$ cat src/rtl/mux_lut_gate_array.sv
// Two-stage, valid/ready, bitwise two-input function unit. Each result bit is a
// 4:1 mux: the operand bits are the selects and a loadable truth table is the data.

module mux_lut_lane (
  input  logic [3:0] tt,
  input  logic       a_bit,
  input  logic       b_bit,
  output logic       y_bit
);
  assign y_bit = tt[{a_bit, b_bit}];
endmodule

module mux_lut_gate_array #(
  parameter int           WIDTH      = 8,
  parameter logic [3:0]   DEFAULT_TT = 4'b1000,
  parameter int           CNT_W      = 16
) (
  input  logic             clk,
  input  logic             rst_n,
  input  logic             cfg_we,
  input  logic [3:0]       cfg_tt,
  output logic [3:0]       tt_q,
  input  logic             in_valid,
  output logic             in_ready,
  input  logic [WIDTH-1:0] a,
  input  logic [WIDTH-1:0] b,
  output logic             out_valid,
  input  logic             out_ready,
  output logic [WIDTH-1:0] y,
  output logic [CNT_W-1:0] op_count
);

  logic             s1_valid;
  logic [WIDTH-1:0] s1_a, s1_b;
  logic [3:0]       s1_tt;
  logic [WIDTH-1:0] lane_y;
  logic             s2_load, accept;

  assign s2_load  = !out_valid || out_ready;
  assign in_ready = !s1_valid || s2_load;
  assign accept   = in_valid && in_ready;

  // Every lane reads the table snapshot taken when its operand was accepted.
  genvar i;
  generate
    for (i = 0; i < WIDTH; i++) begin : g_lane
      mux_lut_lane u_lane (
        .tt    (s1_tt),
        .a_bit (s1_a[i]),
        .b_bit (s1_b[i]),
        .y_bit (lane_y[i])
      );
    end
  endgenerate

  always_ff @(posedge clk) begin
    if (!rst_n) begin
      tt_q      <= DEFAULT_TT;
      s1_valid  <= 1'b0;
      s1_a      <= '0;
      s1_b      <= '0;
      s1_tt     <= DEFAULT_TT;
      out_valid <= 1'b0;
      y         <= '0;
      op_count  <= '0;
    end else begin
      if (cfg_we) tt_q <= cfg_tt;

      if (accept) begin
        s1_valid <= 1'b1;
        s1_a     <= a;
        s1_b     <= b;
        s1_tt    <= tt_q;
      end else if (s2_load) begin
        s1_valid <= 1'b0;
      end

      if (s2_load) begin
        out_valid <= s1_valid;
        if (s1_valid) y <= lane_y;
      end

      if (out_valid && out_ready) op_count <= op_count + CNT_W'(1);
    end
  end

endmodule

$ cat config.mk
export PLATFORM = sky130hd
export DESIGN_NAME = mux_lut_gate_array
export DESIGN_NICKNAME = d
export VERILOG_FILES = /design/src/rtl/mux_lut_gate_array.sv
export SDC_FILE = /design/constraint.sdc
export NUM_CORES = 1
export LEC_CHECK = 0
export BUFFER_PORTS_ARGS = -buffer_cell sky130_fd_sc_hd__buf_2
export CELL_PAD_IN_SITES_DETAIL_PLACEMENT = 0
export CELL_PAD_IN_SITES_GLOBAL_PLACEMENT = 1
export CORE_AREA = 5 5 79 81
export CTS_CLUSTER_SIZE = 25
export DETAILED_ROUTE_END_ITERATION = 8
export DIE_AREA = 0 0 84 86
export PLACE_DENSITY_LB_ADDON = 0.1
export SETUP_SLACK_MARGIN = 0.2
export SLEW_MARGIN = 10
export SYNTH_ARGS = -nofsm -noshare
export SYNTH_HDL_FRONTEND = slang
export SYNTH_SLANG_ARGS = --single-unit
$ cat constraint.sdc
create_clock -name clk -period 2.4 [get_ports clk]
set_input_delay 0.12 -clock clk [delete_from_list [all_inputs] [get_ports clk]]
set_output_delay 0.12 -clock clk [all_outputs]
set_load 0.02 [all_outputs]
* After elaboration in Yosys (flattened, before gate mapping)
Cells that the tools add are included.
Storage, ports and cells: register bits after elaboration 50, input bits 25, output and inout bits 30, word-level logic and storage cells 43
Cells by class: add/subtract/negate cells 1, reductions and logical operators 8, magnitude comparators 8, multiplexer cells 18
Operators by type and width (count):
- less-than comparator 2 x 3 -> 1 bit (second input constant) | 8
- adder 16 x 1 -> 16 bit (second input constant) | 1
- binary-select mux 1 bit (select 2 bit) | 8
- 2-to-1 mux 1 bit | 10
- logical AND 1 bit | 2
- zero test 1 bit | 2
- logical OR 1 bit | 2
- AND reduction 2 bit | 1
- nonzero test 2 bit | 1

* Depth between registers and ports, before layout
Gate-level depths: netlist (run 1).
word-level depth 5, depth in mapped cells 5, mapped depth without buffers 5

* Modules after synthesis
Synthesis (run 1) repeated with hierarchy kept, for this count alone.
Unflattened totals: cells, all modules 230, area total of the unflattened synthesis 2098.3 um2
By module, submodules not included:
- mux_lut_gate_array | instances 1, sequential area each 1001.0 um2, area each 1918.1 um2, cells an instance 222
- mux_lut_lane | instances 8, sequential area each 0.0 um2, area each 22.5 um2, cells an instance 1

* Worst setup path after synthesis (run 1)
OpenSTA, ideal clock, no wires.
path type flip-flop to flip-flop, start register op_count[0], end register op_count[12], stages on the path, launching flop included 6, data required time 2285 ps, slack 913 ps, arrival time 1372 ps, clock period less this slack 1487 ps, buffers on the path 0, path through dfxtp_1 ha_1 nand4_1 nor4_1 xor2_1 and2_1
On the way: longest elaborated chain between the ends 1
RTL lines:
- start, declared | RTL line 30 | output logic [CNT_W-1:0] op_count
- start signal, assigned | RTL line 83 | if (out_valid && out_ready) op_count <= op_count + CNT_W'(1);
- adder 16 x 1 -> 16 bit | RTL line 83
Every way passes these cells. A chain may end at the register's enable or synchronous reset.

* Final worst setup path (run 1)
Same ends and word-level chain as after synthesis.

==> impl_metrics.tcl, run 1 <==
set metrics [dict create \
    maxSlewViolCount 0 \
    hp-class "input port to flip-flop" \
    rsz0062_at_grt "false" \
    fin_crit_sh_pct 64.65 \
    area_growth_pct 17.67 \
    fmax_ghz 0.6444 \
    setup-violations-final 0 \
    synthTopCellsByArea "dfxtp_1 (45%), nand2_1 (11%), a21boi_0 (11%), mux4_2 (8.2%), and2_1 (3.7%)" \
    drive_above_1_share_pct 24.83 \
    path_max_fanout 7 \
    syn_nets 262 \
    nets 312 \
    clock_latency_ns 0.29 \
    clock_path_buffers 2 \
    grt_pass1_wl_um 7741 \
    dieArea_um2 7224 \
    drtIter0Drc 61 \
    critPathLaunchType "flip-flop" \
    clkPwrFrac_pct 30.8 \
    crit_arrival_ns 1.74 \
    start_util_pct 40.88 \
    port_buffers 54 \
    grt_max_degree 53 \
    outcome "finished clean" \
    synth_ff_type "dfxtp_1" \
    reg2reg_setup_slack_ns 0.85 \
    ys_seq_elements 50 \
    grt_pass1_vias 1708 \
    synthMuxAreaShare_pct 10.87 \
    yosysTopAreaCell "dfxtp_1" \
    ios 55 \
    dr_total_vias 1704 \
    path_clk_slew_ns 0.08 \
    gp_congestion 0.6747 \
    core_um2 5405 \
    die_w_um 84 \
    synth_compound_area_share_pct 11.33 \
    viasPerCell 4.760 \
    wl_per_cell_um 12.49 \
    final_core_util_pct 48.10 \
    synth_top_cell_area_share_pct 45.30 \
    h-tree-depth 2 \
    n_fill_cell 573 \
    ys_warn_count 0 \
    cp.required_ns 2.59 \
    cts_hold_buf 0 \
    pwr-share-comb_pct 8.6 \
    postLayoutCellArea_um2 2600 \
    drt-total-wl_um 4473 \
    synth_xor_area_share_pct 4.360 \
    seq_area_frac_synth_pct 45.30 \
    synth_top_family_by_area "simple AND/OR/NAND/NOR gates" \
    cts-resized-gates 0 \
    seq_power_share_pct 60.6 \
    placed_area_um2 2524 \
    cp-end-kind "flip-flop" \
    synth_area_um2 2210 \
    fin_cells 358 \
    synth_simple_gate_area_share_pct 24.63 \
    drv_cap 0 \
    synthTopCellsByCount "nand2_1 (66), dfxtp_1 (50), a21boi_0 (32), and2_1 (13)" \
    p_switching_w 0.0003344 \
    synth.avg_cell_area_um2 9.363 \
    finalHoldViolations 0 \
    drtAntennaViolNets 0 \
    relSlewSlack_pct 49.42 \
    use_met1_pct 15.86 \
    worst_pin_slew_ns 0.7588 \
    dr.pass1.iters 4 \
    row_count 27 \
    switching_share_pct 23.04 \
    p_int_w 0.001117 \
    root_buffer "clkbuf_8" \
    syn_inst 236 \
    synth_edf_count 0 \
    synth_most_common_cell "nand2_1" \
    cts_tree "done" \
    power.density_nw_per_um2 558.3 \
    place_inst 351 \
    synthAdderAreaFrac_pct 0.5663 \
    met3_usage_pct 4.035 \
    die_h_um 86 \
    grt_antenna_before_repair 0 \
    post-route-min-period_ns 1.552 \
    p_leak_nw 1.137 \
    grt.busiest_layer "met2" \
    grt_overflow_total 0 \
    tns_ns 0 \
    path_class "flip-flop to flip-flop" \
    synth.distinct_cells 28 \
    synthArstFlopShare_pct 0 \
    cts_setup_buffers 0 \
    drc_errors 0 \
    use_met2_pct 22.85 \
    numCtsBuffers 5 \
    hold_slack_ns 0.04250 \
    cts_sinks 50 \
    grt_usage_pct 13.16 \
    antenna_cells 0 \
    dp_hpwl_um 3183 \
    skew_ns 0.003962 \
    irDropWorstVdd_mv 0.3414 \
]
[flip-flops by register name (all words and copies together), names as in the netlist]
signal and count:
op_count 16, out_valid 1, s1_a 8, s1_b 8, s1_tt 4, s1_valid 1
tt_q 4, y 8
[stage by stage]
step	worst slack (ns)	total power (W)
floorplan	0.9133	0.0009809
global placement	0.8285	0.001026
detailed placement	0.8151	0.001027
CTS	0.7904	0.001484
global route	0.6534	0.001530
finish	0.8483	0.001452
[layout make-up]
type	count	area (µm²)	share of cell area, %
timing repair buffer	54	270.3	10.39
sequential	50	1001	38.50
tap	72	90.09	3.465
multi-input combinational	170	1144	43.98
clock buffer	7	76.32	2.936
inverter	5	18.77	0.7218
[metal layers]
| layer | vias up | routed length (µm) |
|---|---|---|
| li1 | 896 | - |
| met1 | 766 | 2059 |
| met2 | 40 | 2146 |
| met3 | 2 | 239 |
| met4 | 0 | 27 |
| met5 | - | 0 |
[critical path: stages, from the launching register on]
cell	delay, ns
dfxtp_1	0.39
ha_1	0.19
nand4_1	0.26
nor4_1	0.33
xor2_1	0.10
and2_1	0.17
[placed cells by master, fill, tap and decap left out, types with 4 or more instances in the layout]
cell type	synthesis	routed
nor4_1	4	4
mux4_2	8	8
buf_2	4	54
dfxtp_1	50	50
clkbuf_8	0	5
nand2_1	66	66
inv_1	5	5
a21boi_0	32	32
xor2_1	8	8
mux2i_1	6	6
nand3_1	8	8
and2_1	13	13
[logic make-up (layout without fill, tap and decap cells)]
family                     Yosys count  after routing
and+or+nand+nor                    110            110
DFF                                 50             50
AOI/OAI and AO/OA                   34             34
buffers and inverters               16             66
muxes                               14             14
xor gates and xnor gates            11             11
adders and majority gates            1              1
[final timing paths]
| kind | from | endpoint | cells past startpoint |
|---|---|---|---|
| worst min-delay path | cfg_tt[3] | tt_q[3] | 3 |
| worst min register to register | y[1] | y[1] | 2 |
| worst max-delay path | op_count[0] | op_count[12] | 5 |
| worst max register to register | op_count[0] | op_count[12] | 5 |
[power groups by stage]
stage | registers, W | clock network [W] | logic [W]
2_1_floorplan | 0.000904 | 0 | 0.0000765
3_3_place_gp | 0.000900 | 0 | 0.000126
6_report | 0.000880 | 0.000447 | 0.000124
3_5_place_dp | 0.000901 | 0 | 0.000127
5_1_grt | 0.000885 | 0.000503 | 0.000141
4_1_cts | 0.000881 | 0.000476 | 0.000127
Power figures use the tool's default switching activity.
==> inputs of run 2 (changes only) <==
ABC_AREA = 1   (was unset)
CORE_AREA = 5 5 89 91   (was 5 5 79 81)
DIE_AREA = 0 0 94 96   (was 0 0 84 86)
clock period = 1.3 ns   (was 2.4 ns; I/O delays follow)
==> run 2 against run 1 <==
  * The flow now finishes with violations (negative hold slack)
  * Die area up 25%
  * Clock power increased to 2.5 times the previous value
  * Clock-buffer cell count is 1 lower
  * Clock skew increased by 0.0035 ns
  * Via count increased by 28%
==> impl_metrics.tcl, run 2 <==
set metrics [dict create \
    setup_slack_ns 0.09810 \
    drt-total-wl_um 6059 \
    grt_antenna_before_repair 0 \
    cts_tree "done" \
    syn_nets 343 \
    gp_congestion 0.7251 \
    drv_cap 0 \
    grt_pass1_wl_um 9749 \
    hp-class "input port to flip-flop" \
    regMostFlops "op_count" \
    maxSlewViolCount 0 \
    seqCellArea_um2 1033 \
    path_max_fanout 5 \
    skew_ns 0.007452 \
    synth_most_common_cell "o21ai_0" \
    ys_warn_count 0 \
    synthTopCellsByArea "dfxtp_1 (45%), o21ai_0 (14%), nor2_1 (10%), inv_1 (8.0%), a21oi_1 (7.6%)" \
    grt_overflow_total 0 \
    antenna_cells 0 \
    dieArea_um2 9024 \
    synth_area_um2 2242 \
    dp_hpwl_um 4084 \
    r2r_end "op_count[12]" \
    h-tree-depth 2 \
    cts_sinks 50 \
    power.density_nw_per_um2 1046 \
    pre_cts_slack_ns 0.09138 \
    clock_latency_ns 0.31 \
    reg2reg_from "op_count[0]" \
    synth_top_cell_area_share_pct 44.64 \
    synth.distinct_cells 23 \
    port_buffers 54 \
    yosysTopAreaCell "dfxtp_1" \
    cp.required_ns 1.51 \
    syn_inst 317 \
    reg2reg_setup_slack_ns 0.1 \
    drtAntennaViolNets 0 \
    dr_total_vias 2177 \
    n_fill_cell 790 \
    root_buffer "clkbuf_8" \
    path_class "flip-flop to flip-flop" \
    area_growth_pct 37.83 \
    nets 417 \
    worst_pin_slew_ns 0.4476 \
    die_w_um 94 \
    finalHoldViolations 1 \
    tns_ns 0 \
    synth_edf_count 0 \
    p_leak_nw 1.310 \
    synthTopCellsByCount "o21ai_0 (64), nor2_1 (60), dfxtp_1 (50), inv_1 (48), a21oi_1 (34)" \
    relSlewSlack_pct 70.13 \
    fin_crit_sh_pct 92.45 \
    die_h_um 96 \
    numCtsBuffers 5 \
    reg2regPathDepth 6 \
    crit_arrival_ns 1.41 \
    hold_slack_ns -0.0007422 \
    path_clk_slew_ns 0.10 \
    viasPerCell 4.434 \
    clock_path_buffers 2 \
    startpoint "op_count[0]" \
    grt_pass1_vias 1997 \
    ys_seq_elements 50 \
    irDropWorstVdd_mv 0.3906 \
    cp-end-kind "flip-flop" \
    synthArstFlopShare_pct 0 \
    wl_per_cell_um 12.34 \
    largest_register_ff_count 16 \
    multi_input_area_um2 1135 \
    drtIter0Drc 105 \
    violations "negative hold slack" \
    dr.pass1.iters 4 \
    synth_ff_type "dfxtp_1" \
    core_um2 7059 \
    synth.avg_cell_area_um2 7.073 \
    row_count 31 \
    outcome "finished, violations left" \
    crit_end "op_count[12]" \
    grt_max_degree 37 \
    critPathLaunchType "flip-flop" \
    ios 55 \
    seq_area_frac_synth_pct 44.64 \
    rsz0062_at_grt "true" \
    final_cell_mix "buf_2 (54), o21ai_0 (53), nor2_1 (50), inv_1 (47), dfxtp_1 (36)" \
    fmax_ghz 0.8320 \
    final_common_cell "buf_2" \
    post-route-min-period_ns 1.202 \
    setup-violations-final 0 \
    grt_usage_pct 13.89 \
    drive_above_1_share_pct 31.38 \
    drc_errors 0 \
    start_util_pct 31.76 \
]
## run 2: layout make-up
type	count	area share, %
sequential	50	33.44
inverter	49	6.154
timing repair buffer	76	15.91
timing repair inverter	1	0.2429
clock inverter	2	1.174
clock buffer	6	2.348
tap	99	4.008
multi-input combinational	208	36.72
## run 2: worst max-delay path, cell delays in order, from the launching register on
cell	delay, ns
dfxtp_4	0.39
ha_4	0.15
nand3_4	0.07
nor2_4	0.17
nand3_4	0.12
o21ai_1	0.15
nor2_1	0.06
## run 2: cells by family after synthesis
family          after synthesis  share of synthesized area, %
buf+inv                      60                         11.05
simple gates                107                         21.65
flops                        50                         44.64
fa+ha+maj                     1                        0.5579
compound gates               99                         22.10
## run 2: per-layer routing
layer / global-route usage [%] / vias to the layer above / wire [µm]
li1: - / 1177 / -
met5: 0 / - / 0
met3: 3.831 / 5 / 287
met2: 20.17 / 43 / 2520
met1: 19.72 / 952 / 3169
met4: 4.693 / 0 / 80
## run 2: per-stage QoR
| stage | instance area [µm²] | cells | total power, W | utilization [%] |
|---|---|---|---|---|
| after detailed placement | 2668 | 462 | 0.002081 | 37.79 |
| after global placement | 2668 | 462 | 0.002078 | 37.79 |
| after floorplan | 2302 | 317 | 0.001943 | - |
| after CTS | 3004 | 486 | 0.003256 | 42.56 |
| after global routing | 3090 | 491 | 0.003426 | 43.78 |
| final | 3090 | 491 | 0.003233 | 43.78 |
## run 2: report_power, final
group,switching (W),internal (W)
combinational,0.000243,0.000186
clock,0.000546,0.000577
sequential,0.0000790,0.00160
total,0.000868,0.00237
## run 2: how the worst min path moves through the flow
stage | startpoint | cells past startpoint | endpoint
after floorplan | cfg_tt[3] | 2 | tt_q[3]
after global routing | b[1] | 3 | s1_b[1]
after CTS | a[3] | 3 | s1_a[3]
after global placement | cfg_tt[3] | 3 | tt_q[3]
after detailed placement | cfg_tt[3] | 3 | tt_q[3]
final | a[3] | 3 | s1_a[3]
## run 2: timing repair
item | in CTS | in global routing
hold buffers | 8 | 0
gates resized for setup | 21 | 21
setup buffers | 6 | 4
setup endpoints to repair | 34 | 40
pin swaps | 9 | 8
cloned | 2 | 1
endpoints found under the hold margin | 8 | 0
==> inputs of run 3 (changes only) <==
REMOVE_ABC_BUFFERS = 1   (was unset)
==> run 3 against run 2 <==
  * Critical path type unchanged
  * Die area stayed put
  * Final cell count grew 1.0%
  * Maximum frequency down 1.7%
  * Total power decreased by 6.6%
  * Non-clock buffer count up 4
  * Worst setup slack lost 0.021 ns
  * Sequential power is essentially flat
  * Flip-flop and latch count did not move
  * The flow still finishes with violations (negative hold slack)
  * Via count rose by 1.6%
  * Design area grew 1.7%
==> impl_metrics.tcl, run 3 (same netlist as run 2, synthesis figures left out) <==
set metrics [dict create \
    outcome "finished, violations left" \
    violations "negative hold slack" \
    p_leak_nw 1.363 \
    finalHoldViolations 1 \
    setup-violations-final 0 \
    drc_errors 0 \
    dieArea_um2 9024 \
    n_fill_cell 757 \
    row_count 31 \
    r2r_end "op_count[7]" \
    regMostFlops "op_count" \
    skew_ns 0.007912 \
    numCtsBuffers 5 \
    viasPerCell 4.458 \
    reg2regPathDepth 8 \
    h-tree-depth 2 \
    final_cell_mix "buf_2 (54), nor2_1 (53), inv_1 (45), o21ai_0 (44), dfxtp_1 (39)" \
    power.density_nw_per_um2 960.4 \
    fmax_ghz 0.8177 \
    startpoint "op_count[1]" \
    path_max_fanout 4 \
    nets 423 \
    ios 55 \
    drtIter0Drc 59 \
    core_um2 7059 \
    root_buffer "clkbuf_8" \
    dr_total_vias 2211 \
    post-route-min-period_ns 1.223 \
    dr.pass1.iters 4 \
    setup_slack_ns 0.07712 \
    drive_above_1_share_pct 32.49 \
    wl_per_cell_um 12.56 \
    grt_pass1_vias 2092 \
    area_growth_pct 40.23 \
    final_common_cell "buf_2" \
    reg2reg_setup_slack_ns 0.08 \
    grt_max_degree 28 \
    drt-total-wl_um 6232 \
    crit_arrival_ns 1.42 \
    clock_path_buffers 2 \
    path_class "flip-flop to flip-flop" \
    postLayoutCellArea_um2 3144 \
    placed_area_um2 2648 \
    pre_cts_slack_ns 0.004044 \
    hold_slack_ns -0.001226 \
    drv_cap 0 \
    maxSlewViolCount 0 \
    seqCellArea_um2 1027 \
    hp-class "input port to flip-flop" \
    p_total_w 0.003020 \
    cts_sinks 50 \
    grt_pass1_wl_um 9515 \
    clock_latency_ns 0.30 \
    largest_register_ff_count 16 \
    critPathLaunchType "flip-flop" \
    grt_overflow_total 0 \
    cts_tree "done" \
    drtAntennaViolNets 0 \
    path_clk_slew_ns 0.09 \
    irDropWorstVdd_mv 0.3893 \
    multi_input_area_um2 1157 \
    rsz0062_at_grt "true" \
    cp.required_ns 1.50 \
    grt_usage_pct 13.24 \
    dp_hpwl_um 4142 \
    grt_antenna_before_repair 0 \
    gp_congestion 0.7482 \
    worst_pin_slew_ns 0.4629 \
    cp-end-kind "flip-flop" \
    die_w_um 94 \
    relSlewSlack_pct 69.11 \
    crit_end "op_count[7]" \
    port_buffers 54 \
    reg2reg_from "op_count[1]" \
    antenna_cells 0 \
    fin_crit_sh_pct 94.07 \
    start_util_pct 31.76 \
    die_h_um 96 \
]
## run 3: cell count changes in the layout (fill, tap and decap cells not counted), moves of 4 or more
cell	delta
nand2_4	+4
o21ai_1	+8
o21ai_0	-9
dlygate4sd3_1	-4
buf_6	+4
## run 3: final cells by class
class                      count  share of cell area, %
clock buffer                   7                  2.427
timing repair buffer          80                  17.87
inverter                      49                  6.049
sequential                    50                  32.67
tap                           99                  3.940
timing repair inverter         1                 0.2388
multi-input combinational    210                  36.81
## run 3: worst min path at each step
| stage | from | endpoint | slack (ns) | cells past startpoint |
|---|---|---|---|---|
| finish | a[6] | s1_a[6] | -0.001 | 3 |
| global route | a[2] | s1_a[2] | 0.02 | 3 |
| CTS | a[6] | s1_a[6] | 0.001 | 3 |
| detailed placement | cfg_tt[3] | tt_q[3] | 0.29 | 3 |
| global placement | cfg_tt[3] | tt_q[3] | 0.27 | 3 |
| floorplan | rst_n | tt_q[3] | 0.15 | 1 |
## run 3: where the power goes
| group | internal, W | switching, W |
|---|---|---|
| Combinational | 0.000198 | 0.000271 |
| Sequential | 0.00161 | 0.0000640 |
| Clock | 0.000372 | 0.000509 |
## run 3: repair_timing
item / CTS / global route
gates resized for setup: 37 / 46
cloned: 1 / 5
setup buffers: 2 / 8
hold buffers: 4 / 0
setup endpoints to repair: 40 / 40
endpoints found under the hold margin: 4 / 0
pin swaps: 10 / 16
## run 3: routing by layer
layer  wire, µm  global-route usage (%)
met5          0                       0
met2       2821                   21.58
met3        284                   3.440
met4         81                   4.332
met1       3044                   17.09
## run 3: critical path: stages (launching register included)
cell and delay, ns:
dfxtp_4 0.38, buf_6 0.10, nand2_4 0.05, nor2_4 0.14, buf_4 0.13, buf_6 0.09
nand3_4 0.05, o21ai_1 0.13, a21oi_1 0.05
## run 3: per-stage QoR
| step | TNS (ns) | hold WS [ns] | instances | util (%) |
|---|---|---|---|---|
| floorplan | -3.953 | 0.1491 | 306 | - |
| global placement | 0 | 0.2745 | 469 | 37.50 |
| detailed placement | 0 | 0.2889 | 469 | 37.50 |
| CTS | 0 | 0.001327 | 483 | 40.98 |
| global route | 0 | 0.01918 | 496 | 44.54 |
| finish | 0 | -0.001226 | 496 | 44.54 |
